File: src/rtl/ysyx_24110015_axi_arbiter_if.sv
// rtl/ysyx_24110015_axi_arbiter_if.sv - single-beat AXI-lite style bundle shared by IFU, LSU and the crossbar port
interface axi_lite_if;
  logic        arvalid;
  logic        arready;
  logic [31:0] araddr;
  logic [3:0]  arid;
  logic [7:0]  arlen;
  logic [2:0]  arsize;
  logic [1:0]  arburst;

  logic        rvalid;
  logic        rready;
  logic [31:0] rdata;
  logic [1:0]  rresp;

  logic        awvalid;
  logic        awready;
  logic [31:0] awaddr;
  logic [3:0]  awid;
  logic [7:0]  awlen;
  logic [2:0]  awsize;
  logic [1:0]  awburst;

  logic        wvalid;
  logic        wready;
  logic [31:0] wdata;
  logic [3:0]  wstrb;

  logic        bvalid;
  logic        bready;
  logic [1:0]  bresp;

  modport master (
    output arvalid, araddr, arid, arlen, arsize, arburst, rready,
    output awvalid, awaddr, awid, awlen, awsize, awburst, wvalid, wdata, wstrb, bready,
    input  arready, rvalid, rdata, rresp, awready, wready, bvalid, bresp
  );

  modport slave (
    input  arvalid, araddr, arid, arlen, arsize, arburst, rready,
    input  awvalid, awaddr, awid, awlen, awsize, awburst, wvalid, wdata, wstrb, bready,
    output arready, rvalid, rdata, rresp, awready, wready, bvalid, bresp
  );
endinterface

File: src/rtl/ysyx_24110015_axi_arbiter.sv
// rtl/ysyx_24110015_axi_arbiter.sv - one-at-a-time IFU/LSU arbiter onto a shared AXI-lite port
// Define YSYX_24110015_ARB_RR_EN for round-robin arbitration; default is fixed LSU-over-IFU priority.
module ysyx_24110015_axi_arbiter #(
  parameter logic [3:0] IFU_ID = 4'd0,
  parameter logic [3:0] LSU_ID = 4'd1
) (
  input  logic      clk,
  input  logic      rst_n,
  axi_lite_if.slave  ifu,
  axi_lite_if.slave  lsu,
  axi_lite_if.master out
);
  typedef enum logic [2:0] {IDLE, RD_ADDR, RD_DATA, WR_REQ, WR_RESP} state_e;
  typedef enum logic [1:0] {GNT_NONE, GNT_IFU, GNT_LSU} grant_e;

  state_e state_q, state_d;
  grant_e grant_q, grant_d;
  logic   aw_done_q, aw_done_d;
  logic   w_done_q, w_done_d;
  logic   ifu_req, lsu_req, pick_lsu;
  logic   gnt_ifu, gnt_lsu;
  logic   ar_fire, r_fire, aw_fire, w_fire, b_fire;

  assign gnt_ifu = (grant_q == GNT_IFU);
  assign gnt_lsu = (grant_q == GNT_LSU);
  assign ifu_req = ifu.arvalid;
  assign lsu_req = lsu.arvalid | lsu.awvalid;

`ifdef YSYX_24110015_ARB_RR_EN
  // last_lsu_q set means LSU won the previous grant, so IFU wins the next tie.
  logic last_lsu_q, last_lsu_d;
  assign pick_lsu = lsu_req & (~ifu_req | ~last_lsu_q);
`else
  assign pick_lsu = lsu_req;
`endif

  assign ar_fire = out.arvalid & out.arready;
  assign r_fire  = out.rvalid & out.rready;
  assign aw_fire = out.awvalid & out.awready;
  assign w_fire  = out.wvalid & out.wready;
  assign b_fire  = out.bvalid & out.bready;

  always_comb begin
    out.arvalid = 1'b0;
    out.araddr  = '0;
    out.arid    = '0;
    out.arsize  = '0;
    out.arlen   = 8'd0;
    out.arburst = 2'b01;
    out.rready  = 1'b0;
    out.awvalid = 1'b0;
    out.awaddr  = '0;
    out.awid    = '0;
    out.awsize  = '0;
    out.awlen   = 8'd0;
    out.awburst = 2'b01;
    out.wvalid  = 1'b0;
    out.wdata   = '0;
    out.wstrb   = '0;
    out.bready  = 1'b0;
    if (gnt_ifu) begin
      out.araddr = ifu.araddr;
      out.arsize = ifu.arsize;
      out.arid   = IFU_ID;
    end else if (gnt_lsu) begin
      out.araddr = lsu.araddr;
      out.arsize = lsu.arsize;
      out.arid   = LSU_ID;
      out.awaddr = lsu.awaddr;
      out.awsize = lsu.awsize;
      out.awid   = LSU_ID;
      out.wdata  = lsu.wdata;
      out.wstrb  = lsu.wstrb;
    end
    case (state_q)
      RD_ADDR: out.arvalid = gnt_lsu ? lsu.arvalid : ifu.arvalid;
      RD_DATA: out.rready  = gnt_lsu ? lsu.rready : ifu.rready;
      WR_REQ: begin
        out.awvalid = lsu.awvalid & ~aw_done_q;
        out.wvalid  = lsu.wvalid & ~w_done_q;
      end
      WR_RESP: out.bready = lsu.bready;
      default: ;
    endcase
  end

  always_comb begin
    ifu.arready = (state_q == RD_ADDR) & gnt_ifu & out.arready;
    ifu.rvalid  = (state_q == RD_DATA) & gnt_ifu & out.rvalid;
    ifu.rdata   = gnt_ifu ? out.rdata : '0;
    ifu.rresp   = gnt_ifu ? out.rresp : '0;
    ifu.awready = 1'b0;
    ifu.wready  = 1'b0;
    ifu.bvalid  = 1'b0;
    ifu.bresp   = '0;
    lsu.arready = (state_q == RD_ADDR) & gnt_lsu & out.arready;
    lsu.rvalid  = (state_q == RD_DATA) & gnt_lsu & out.rvalid;
    lsu.rdata   = gnt_lsu ? out.rdata : '0;
    lsu.rresp   = gnt_lsu ? out.rresp : '0;
    lsu.awready = (state_q == WR_REQ) & ~aw_done_q & out.awready;
    lsu.wready  = (state_q == WR_REQ) & ~w_done_q & out.wready;
    lsu.bvalid  = (state_q == WR_RESP) & out.bvalid;
    lsu.bresp   = gnt_lsu ? out.bresp : '0;
  end

  always_comb begin
    state_d   = state_q;
    grant_d   = grant_q;
    aw_done_d = aw_done_q | aw_fire;
    w_done_d  = w_done_q | w_fire;
`ifdef YSYX_24110015_ARB_RR_EN
    last_lsu_d = last_lsu_q;
`endif
    case (state_q)
      IDLE: begin
        if (ifu_req | lsu_req) begin
          grant_d = pick_lsu ? GNT_LSU : GNT_IFU;
          state_d = (pick_lsu & ~lsu.arvalid) ? WR_REQ : RD_ADDR;
`ifdef YSYX_24110015_ARB_RR_EN
          last_lsu_d = pick_lsu;
`endif
        end
      end
      RD_ADDR: if (ar_fire) state_d = RD_DATA;
      RD_DATA: begin
        if (r_fire) begin
          state_d = IDLE;
          grant_d = GNT_NONE;
        end
      end
      // The _d flags already include this cycle's handshakes.
      WR_REQ: if (aw_done_d & w_done_d) state_d = WR_RESP;
      WR_RESP: begin
        if (b_fire) begin
          state_d   = IDLE;
          grant_d   = GNT_NONE;
          aw_done_d = 1'b0;
          w_done_d  = 1'b0;
        end
      end
      default: begin
        state_d = IDLE;
        grant_d = GNT_NONE;
      end
    endcase
  end

  always_ff @(posedge clk or negedge rst_n) begin
    if (!rst_n) begin
      state_q   <= IDLE;
      grant_q   <= GNT_NONE;
      aw_done_q <= 1'b0;
      w_done_q  <= 1'b0;
`ifdef YSYX_24110015_ARB_RR_EN
      last_lsu_q <= 1'b1;
`endif
    end else begin
      state_q   <= state_d;
      grant_q   <= grant_d;
      aw_done_q <= aw_done_d;
      w_done_q  <= w_done_d;
`ifdef YSYX_24110015_ARB_RR_EN
      last_lsu_q <= last_lsu_d;
`endif
    end
  end
endmodule
File: src/flat_wrapper.sv
// flat-port wrapper written by rule: the top's interface ports become plain ports
module ysyx_24110015_axi_arbiter_flat 
#(
  parameter logic [3:0] IFU_ID = 4'd0,
  parameter logic [3:0] LSU_ID = 4'd1
)
  (clk, rst_n, ifu_arvalid, ifu_araddr, ifu_arid, ifu_arlen, ifu_arsize, ifu_arburst, ifu_rready, ifu_awvalid, ifu_awaddr, ifu_awid, ifu_awlen, ifu_awsize, ifu_awburst, ifu_wvalid, ifu_wdata, ifu_wstrb, ifu_bready, ifu_arready, ifu_rvalid, ifu_rdata, ifu_rresp, ifu_awready, ifu_wready, ifu_bvalid, ifu_bresp, lsu_arvalid, lsu_araddr, lsu_arid, lsu_arlen, lsu_arsize, lsu_arburst, lsu_rready, lsu_awvalid, lsu_awaddr, lsu_awid, lsu_awlen, lsu_awsize, lsu_awburst, lsu_wvalid, lsu_wdata, lsu_wstrb, lsu_bready, lsu_arready, lsu_rvalid, lsu_rdata, lsu_rresp, lsu_awready, lsu_wready, lsu_bvalid, lsu_bresp, out_arvalid, out_araddr, out_arid, out_arlen, out_arsize, out_arburst, out_rready, out_awvalid, out_awaddr, out_awid, out_awlen, out_awsize, out_awburst, out_wvalid, out_wdata, out_wstrb, out_bready, out_arready, out_rvalid, out_rdata, out_rresp, out_awready, out_wready, out_bvalid, out_bresp);
  axi_lite_if ifu_i ();
  axi_lite_if lsu_i ();
  axi_lite_if out_i ();
  input  logic clk;
  input  logic rst_n;
  input wire logic [$bits(ifu_i.arvalid)-1:0] ifu_arvalid;
  input wire logic [$bits(ifu_i.araddr)-1:0] ifu_araddr;
  input wire logic [$bits(ifu_i.arid)-1:0] ifu_arid;
  input wire logic [$bits(ifu_i.arlen)-1:0] ifu_arlen;
  input wire logic [$bits(ifu_i.arsize)-1:0] ifu_arsize;
  input wire logic [$bits(ifu_i.arburst)-1:0] ifu_arburst;
  input wire logic [$bits(ifu_i.rready)-1:0] ifu_rready;
  input wire logic [$bits(ifu_i.awvalid)-1:0] ifu_awvalid;
  input wire logic [$bits(ifu_i.awaddr)-1:0] ifu_awaddr;
  input wire logic [$bits(ifu_i.awid)-1:0] ifu_awid;
  input wire logic [$bits(ifu_i.awlen)-1:0] ifu_awlen;
  input wire logic [$bits(ifu_i.awsize)-1:0] ifu_awsize;
  input wire logic [$bits(ifu_i.awburst)-1:0] ifu_awburst;
  input wire logic [$bits(ifu_i.wvalid)-1:0] ifu_wvalid;
  input wire logic [$bits(ifu_i.wdata)-1:0] ifu_wdata;
  input wire logic [$bits(ifu_i.wstrb)-1:0] ifu_wstrb;
  input wire logic [$bits(ifu_i.bready)-1:0] ifu_bready;
  output wire logic [$bits(ifu_i.arready)-1:0] ifu_arready;
  output wire logic [$bits(ifu_i.rvalid)-1:0] ifu_rvalid;
  output wire logic [$bits(ifu_i.rdata)-1:0] ifu_rdata;
  output wire logic [$bits(ifu_i.rresp)-1:0] ifu_rresp;
  output wire logic [$bits(ifu_i.awready)-1:0] ifu_awready;
  output wire logic [$bits(ifu_i.wready)-1:0] ifu_wready;
  output wire logic [$bits(ifu_i.bvalid)-1:0] ifu_bvalid;
  output wire logic [$bits(ifu_i.bresp)-1:0] ifu_bresp;
  input wire logic [$bits(lsu_i.arvalid)-1:0] lsu_arvalid;
  input wire logic [$bits(lsu_i.araddr)-1:0] lsu_araddr;
  input wire logic [$bits(lsu_i.arid)-1:0] lsu_arid;
  input wire logic [$bits(lsu_i.arlen)-1:0] lsu_arlen;
  input wire logic [$bits(lsu_i.arsize)-1:0] lsu_arsize;
  input wire logic [$bits(lsu_i.arburst)-1:0] lsu_arburst;
  input wire logic [$bits(lsu_i.rready)-1:0] lsu_rready;
  input wire logic [$bits(lsu_i.awvalid)-1:0] lsu_awvalid;
  input wire logic [$bits(lsu_i.awaddr)-1:0] lsu_awaddr;
  input wire logic [$bits(lsu_i.awid)-1:0] lsu_awid;
  input wire logic [$bits(lsu_i.awlen)-1:0] lsu_awlen;
  input wire logic [$bits(lsu_i.awsize)-1:0] lsu_awsize;
  input wire logic [$bits(lsu_i.awburst)-1:0] lsu_awburst;
  input wire logic [$bits(lsu_i.wvalid)-1:0] lsu_wvalid;
  input wire logic [$bits(lsu_i.wdata)-1:0] lsu_wdata;
  input wire logic [$bits(lsu_i.wstrb)-1:0] lsu_wstrb;
  input wire logic [$bits(lsu_i.bready)-1:0] lsu_bready;
  output wire logic [$bits(lsu_i.arready)-1:0] lsu_arready;
  output wire logic [$bits(lsu_i.rvalid)-1:0] lsu_rvalid;
  output wire logic [$bits(lsu_i.rdata)-1:0] lsu_rdata;
  output wire logic [$bits(lsu_i.rresp)-1:0] lsu_rresp;
  output wire logic [$bits(lsu_i.awready)-1:0] lsu_awready;
  output wire logic [$bits(lsu_i.wready)-1:0] lsu_wready;
  output wire logic [$bits(lsu_i.bvalid)-1:0] lsu_bvalid;
  output wire logic [$bits(lsu_i.bresp)-1:0] lsu_bresp;
  output wire logic [$bits(out_i.arvalid)-1:0] out_arvalid;
  output wire logic [$bits(out_i.araddr)-1:0] out_araddr;
  output wire logic [$bits(out_i.arid)-1:0] out_arid;
  output wire logic [$bits(out_i.arlen)-1:0] out_arlen;
  output wire logic [$bits(out_i.arsize)-1:0] out_arsize;
  output wire logic [$bits(out_i.arburst)-1:0] out_arburst;
  output wire logic [$bits(out_i.rready)-1:0] out_rready;
  output wire logic [$bits(out_i.awvalid)-1:0] out_awvalid;
  output wire logic [$bits(out_i.awaddr)-1:0] out_awaddr;
  output wire logic [$bits(out_i.awid)-1:0] out_awid;
  output wire logic [$bits(out_i.awlen)-1:0] out_awlen;
  output wire logic [$bits(out_i.awsize)-1:0] out_awsize;
  output wire logic [$bits(out_i.awburst)-1:0] out_awburst;
  output wire logic [$bits(out_i.wvalid)-1:0] out_wvalid;
  output wire logic [$bits(out_i.wdata)-1:0] out_wdata;
  output wire logic [$bits(out_i.wstrb)-1:0] out_wstrb;
  output wire logic [$bits(out_i.bready)-1:0] out_bready;
  input wire logic [$bits(out_i.arready)-1:0] out_arready;
  input wire logic [$bits(out_i.rvalid)-1:0] out_rvalid;
  input wire logic [$bits(out_i.rdata)-1:0] out_rdata;
  input wire logic [$bits(out_i.rresp)-1:0] out_rresp;
  input wire logic [$bits(out_i.awready)-1:0] out_awready;
  input wire logic [$bits(out_i.wready)-1:0] out_wready;
  input wire logic [$bits(out_i.bvalid)-1:0] out_bvalid;
  input wire logic [$bits(out_i.bresp)-1:0] out_bresp;
  assign ifu_i.arvalid = ifu_arvalid;
  assign ifu_i.araddr = ifu_araddr;
  assign ifu_i.arid = ifu_arid;
  assign ifu_i.arlen = ifu_arlen;
  assign ifu_i.arsize = ifu_arsize;
  assign ifu_i.arburst = ifu_arburst;
  assign ifu_i.rready = ifu_rready;
  assign ifu_i.awvalid = ifu_awvalid;
  assign ifu_i.awaddr = ifu_awaddr;
  assign ifu_i.awid = ifu_awid;
  assign ifu_i.awlen = ifu_awlen;
  assign ifu_i.awsize = ifu_awsize;
  assign ifu_i.awburst = ifu_awburst;
  assign ifu_i.wvalid = ifu_wvalid;
  assign ifu_i.wdata = ifu_wdata;
  assign ifu_i.wstrb = ifu_wstrb;
  assign ifu_i.bready = ifu_bready;
  assign ifu_arready = ifu_i.arready;
  assign ifu_rvalid = ifu_i.rvalid;
  assign ifu_rdata = ifu_i.rdata;
  assign ifu_rresp = ifu_i.rresp;
  assign ifu_awready = ifu_i.awready;
  assign ifu_wready = ifu_i.wready;
  assign ifu_bvalid = ifu_i.bvalid;
  assign ifu_bresp = ifu_i.bresp;
  assign lsu_i.arvalid = lsu_arvalid;
  assign lsu_i.araddr = lsu_araddr;
  assign lsu_i.arid = lsu_arid;
  assign lsu_i.arlen = lsu_arlen;
  assign lsu_i.arsize = lsu_arsize;
  assign lsu_i.arburst = lsu_arburst;
  assign lsu_i.rready = lsu_rready;
  assign lsu_i.awvalid = lsu_awvalid;
  assign lsu_i.awaddr = lsu_awaddr;
  assign lsu_i.awid = lsu_awid;
  assign lsu_i.awlen = lsu_awlen;
  assign lsu_i.awsize = lsu_awsize;
  assign lsu_i.awburst = lsu_awburst;
  assign lsu_i.wvalid = lsu_wvalid;
  assign lsu_i.wdata = lsu_wdata;
  assign lsu_i.wstrb = lsu_wstrb;
  assign lsu_i.bready = lsu_bready;
  assign lsu_arready = lsu_i.arready;
  assign lsu_rvalid = lsu_i.rvalid;
  assign lsu_rdata = lsu_i.rdata;
  assign lsu_rresp = lsu_i.rresp;
  assign lsu_awready = lsu_i.awready;
  assign lsu_wready = lsu_i.wready;
  assign lsu_bvalid = lsu_i.bvalid;
  assign lsu_bresp = lsu_i.bresp;
  assign out_arvalid = out_i.arvalid;
  assign out_araddr = out_i.araddr;
  assign out_arid = out_i.arid;
  assign out_arlen = out_i.arlen;
  assign out_arsize = out_i.arsize;
  assign out_arburst = out_i.arburst;
  assign out_rready = out_i.rready;
  assign out_awvalid = out_i.awvalid;
  assign out_awaddr = out_i.awaddr;
  assign out_awid = out_i.awid;
  assign out_awlen = out_i.awlen;
  assign out_awsize = out_i.awsize;
  assign out_awburst = out_i.awburst;
  assign out_wvalid = out_i.wvalid;
  assign out_wdata = out_i.wdata;
  assign out_wstrb = out_i.wstrb;
  assign out_bready = out_i.bready;
  assign out_i.arready = out_arready;
  assign out_i.rvalid = out_rvalid;
  assign out_i.rdata = out_rdata;
  assign out_i.rresp = out_rresp;
  assign out_i.awready = out_awready;
  assign out_i.wready = out_wready;
  assign out_i.bvalid = out_bvalid;
  assign out_i.bresp = out_bresp;
  ysyx_24110015_axi_arbiter #(.IFU_ID(IFU_ID), .LSU_ID(LSU_ID)) u_core (.clk(clk), .rst_n(rst_n), .ifu(ifu_i), .lsu(lsu_i), .out(out_i));
endmodule
File: config.mk
export PLATFORM = sky130hd
export DESIGN_NAME = ysyx_24110015_axi_arbiter_flat
export DESIGN_NICKNAME = d
export VERILOG_FILES = /design/src/rtl/ysyx_24110015_axi_arbiter_if.sv /design/src/rtl/ysyx_24110015_axi_arbiter.sv /design/src/flat_wrapper.sv
export SDC_FILE = /design/constraint.sdc
export NUM_CORES = 1
export LEC_CHECK = 0
export ABC_AREA = 1
export BUFFER_PORTS_ARGS = -buffer_cell sky130_fd_sc_hd__buf_2
export CORE_AREA = 2 2 209 211
export DETAILED_ROUTE_END_ITERATION = 12
export DIE_AREA = 0 0 211 213
export PLACE_DENSITY = 0.36
export RECOVER_POWER = 100
export SETUP_SLACK_MARGIN = 0.3
export SLEW_MARGIN = 5
export SYNTH_ARGS = -nofsm -noshare
export SYNTH_HDL_FRONTEND = slang
export SYNTH_SLANG_ARGS = --single-unit
File: constraint.sdc
create_clock -name clk -period 2.3 [get_ports clk]
set_input_delay 0.23 -clock clk [delete_from_list [all_inputs] [get_ports clk]]
set_output_delay 0.23 -clock clk [all_outputs]
set_load 0.01 [all_outputs]
==> reports/qor.yml <==
status:
  status: "complete, no violations"
floorplanning:
  die_area_mm2: 0.0449
  rows: 76
  die_x_um: 211
  core_area_mm2: 0.0427
  ioPinCount: 542
  fp.dieH_um: 213
  start_util_pct: 5.32
critical_path:
  r2r-end: "u_core.state_q[0]"
  reg2regPathDepth: 8
  cp-end-kind: "primary output"
  start_kind: "flip-flop"
  regToRegSetupSlack_ns: 0.68
  required_ns: 2.07
  reg2reg_from: "u_core.state_q[1]"
  path_class: "reg -> out"
  crit_arrival_ns: 1.62
  crit_fanout: 33
clock_tree:
  ctsRootBufferMaster: "clkbuf_16"
  clock_path_buffers: 2
  clkLatencyLatePin_ns: 0.23
  cts_sinks: 7
  htreeDepth: 1
  cts_setup_buffers: 0
  cts_buffers: 3
  cts_tree: "built"
  cts.clk_slew.worst_paths_ns: 0.04
sta:
  fin_tns_setup_ns: 0
  max-slew-margin-rel_pct: 53.6
  worst_pin_slew_ns: 0.697
  finalMaxSlewViolations: 0
  rsz0062_at_grt: "false"
  max_clock_freq_ghz: 0.541
  fin_crit_sh_pct: 80.4
  hold_viol: 0
  skew_ns: 0.00287
  final-setup-viol-count: 0
  layout_min_cycle_time_ns: 1.85
placed_design:
  finalWeightedCongestion: 0.701
  port_buffers: 380
  hpwl_um: 10400
global_routing:
  overflow: 0
  grt_max_degree: 97
  grt_util_all_layers_pct: 4.36
  grt_pass1_wl_um: 15800
  grt_pass1_vias: 3253
  grt_antenna_before_repair: 1
synth:
  synth_largest_area_cell: "nor2_1"
  synth_top_area_share_pct: 25.1
  seq_area_frac_synth_pct: 7.72
  synth.cell_area_mm2: 0.00227
  syn_inst: 501
  synth_area_leaders: "nor2_1 25%, inv_1 20%, nand2_1 15%, buf_4 11%, nand3_1 8.8%"
  ys_ff_latch: 7
  yosys.cell_types.count: 23
  synth.avg_cell_area_um2: 4.53
  yosysWarnings: 0
layout:
  fillers: 5151
  final_common_cell: "buf_2"
  regArea_um2: 176
  syn_to_final_growth_pct: 101
  multiInputGateArea_mm2: 0.00138
  drive_gt1_share_pct: 24.9
  nNetsFinal: 1186
  final_cell_mix: "200 x buf_2, 182 x clkbuf_1, 153 x nor2_1"
  utilization_pct: 10.7
drt:
  drt_first_pass_iters: 6
  finalWirelength_um: 12100
  postRouteAntennaNets: 0
  avgViaCountPerCell: 2.82
  num_vias: 3980
  routedWlPerCell_um: 8.55
  drcViolationCount: 0
  drt_iter0_markers: 93
worst_hold_path:
  hold_start: "lsu_wvalid"
  hold_path_depth: 3
  hp-class: "in -> reg"
  min_to: "u_core.w_done_q"
pwr:
  peakVddDrop_mv: 0.424
  p_per_area_mw_per_mm2: 875
  p_leak_nw: 2.64
run:
  drv_cap: 0
-- critical path: stages, from the launching register on --
cell and delay [ns]:
dfrtp_1 0.42, inv_1 0.09, nand2_1 0.22, buf_12 0.27, nor3_1 0.18, clkbuf_1 0.19
-- metal layers --
layer / part of all wire, % / track usage, % / wire, um
met5: 0 / 0 / 0
met4: 0.66 / 0.753 / 79
met3: 8.2 / 0.471 / 986
met2: 55 / 9.47 / 6630
met1: 36 / 4.38 / 4360
-- stage by stage --
stage | instances | instance area, um^2 | power, mW | hold WS, ns | setup WS, ns
3_5_place_dp | 1405 | 4720 | 4.06 | 0.0809 | 0.683
3_3_place_gp | 1405 | 4720 | 4.11 | 0.0769 | 0.699
5_1_grt | 1410 | 4560 | 4.47 | 0.340 | 0.283
4_1_cts | 1410 | 4800 | 4.38 | 0.308 | 0.473
6_report | 1411 | 4560 | 3.99 | 0.314 | 0.450
2_1_floorplan | 530 | 2380 | 2.39 | -0.0656 | 0.919
-- sequential cells by signal, indices dropped and copies added (netlist names) --
| name | flops |
|---|---|
| u_core.state_q | 3 |
| u_core.grant_q | 2 |
| u_core.aw_done_q | 1 |
| u_core.w_done_q | 1 |
-- cell usage after synthesis --
cell type and n:
inv_1 123, o21ai_2 1, nand2_2 3, dfrtp_1 7, clkbuf_1 19, buf_4 32
nand4_1 2, buf_2 4, and2_1 1, inv_2 3, conb_1 2, nor2_1 152
o31ai_1 1, buf_1 2, nor2_2 1, nor3_2 2, o21ai_1 4, a21oi_1 2
nand3b_1 1, nor2_4 1, nor3_1 6, nand3_1 40, nand2_1 92
-- power by group --
group / switching (mW) / total (mW) / internal [mW] / leakage (nW)
Clock: 0.0678 / 0.299 / 0.231 / 0.0382
Sequential: 0.0618 / 0.242 / 0.181 / 0.0828
Combinational: 2.38 / 3.45 / 1.07 / 2.52
Total: 2.51 / 3.99 / 1.48 / 2.64
-- cell type report --
type / count / share of cell area [%]
antenna: 1 / 0.0549
clock buffer: 4 / 1.73
inverter: 126 / 10.4
multi-input combinational: 340 / 30.3
sequential: 7 / 3.87
tap: 546 / 15.0
timing repair buffer: 387 / 38.7
-- how the worst max path moves through the flow --
stage	from	endpoint	slack, ns	depth (start not counted)
floorplan	u_core.grant_q[1]	lsu_rdata[21]	0.92	5
global placement	u_core.grant_q[1]	u_core.state_q[0]	0.70	6
detailed placement	u_core.grant_q[1]	u_core.state_q[0]	0.68	6
CTS	u_core.grant_q[1]	out_arvalid	0.47	6
global route	u_core.grant_q[1]	out_awaddr[15]	0.28	4
finish	u_core.grant_q[1]	ifu_rvalid	0.45	5
-- kinds of logic (layout without fill, tap and decap cells) --
family,Yosys count,after routing,synth area share [%]
simple gates,301,301,54.1
buf+inv,183,517,35.8
compound gates,8,8,2.04
flops,7,7,7.72
other cells,2,32,0.331
-- what timing repair did --
action / in CTS / in global routing
hold buffers: 1 / 0
hold endpoints to repair: 7 / 0
resized for setup: 0 / 0
No activity file was read; power rests on OpenSTA's default activity.
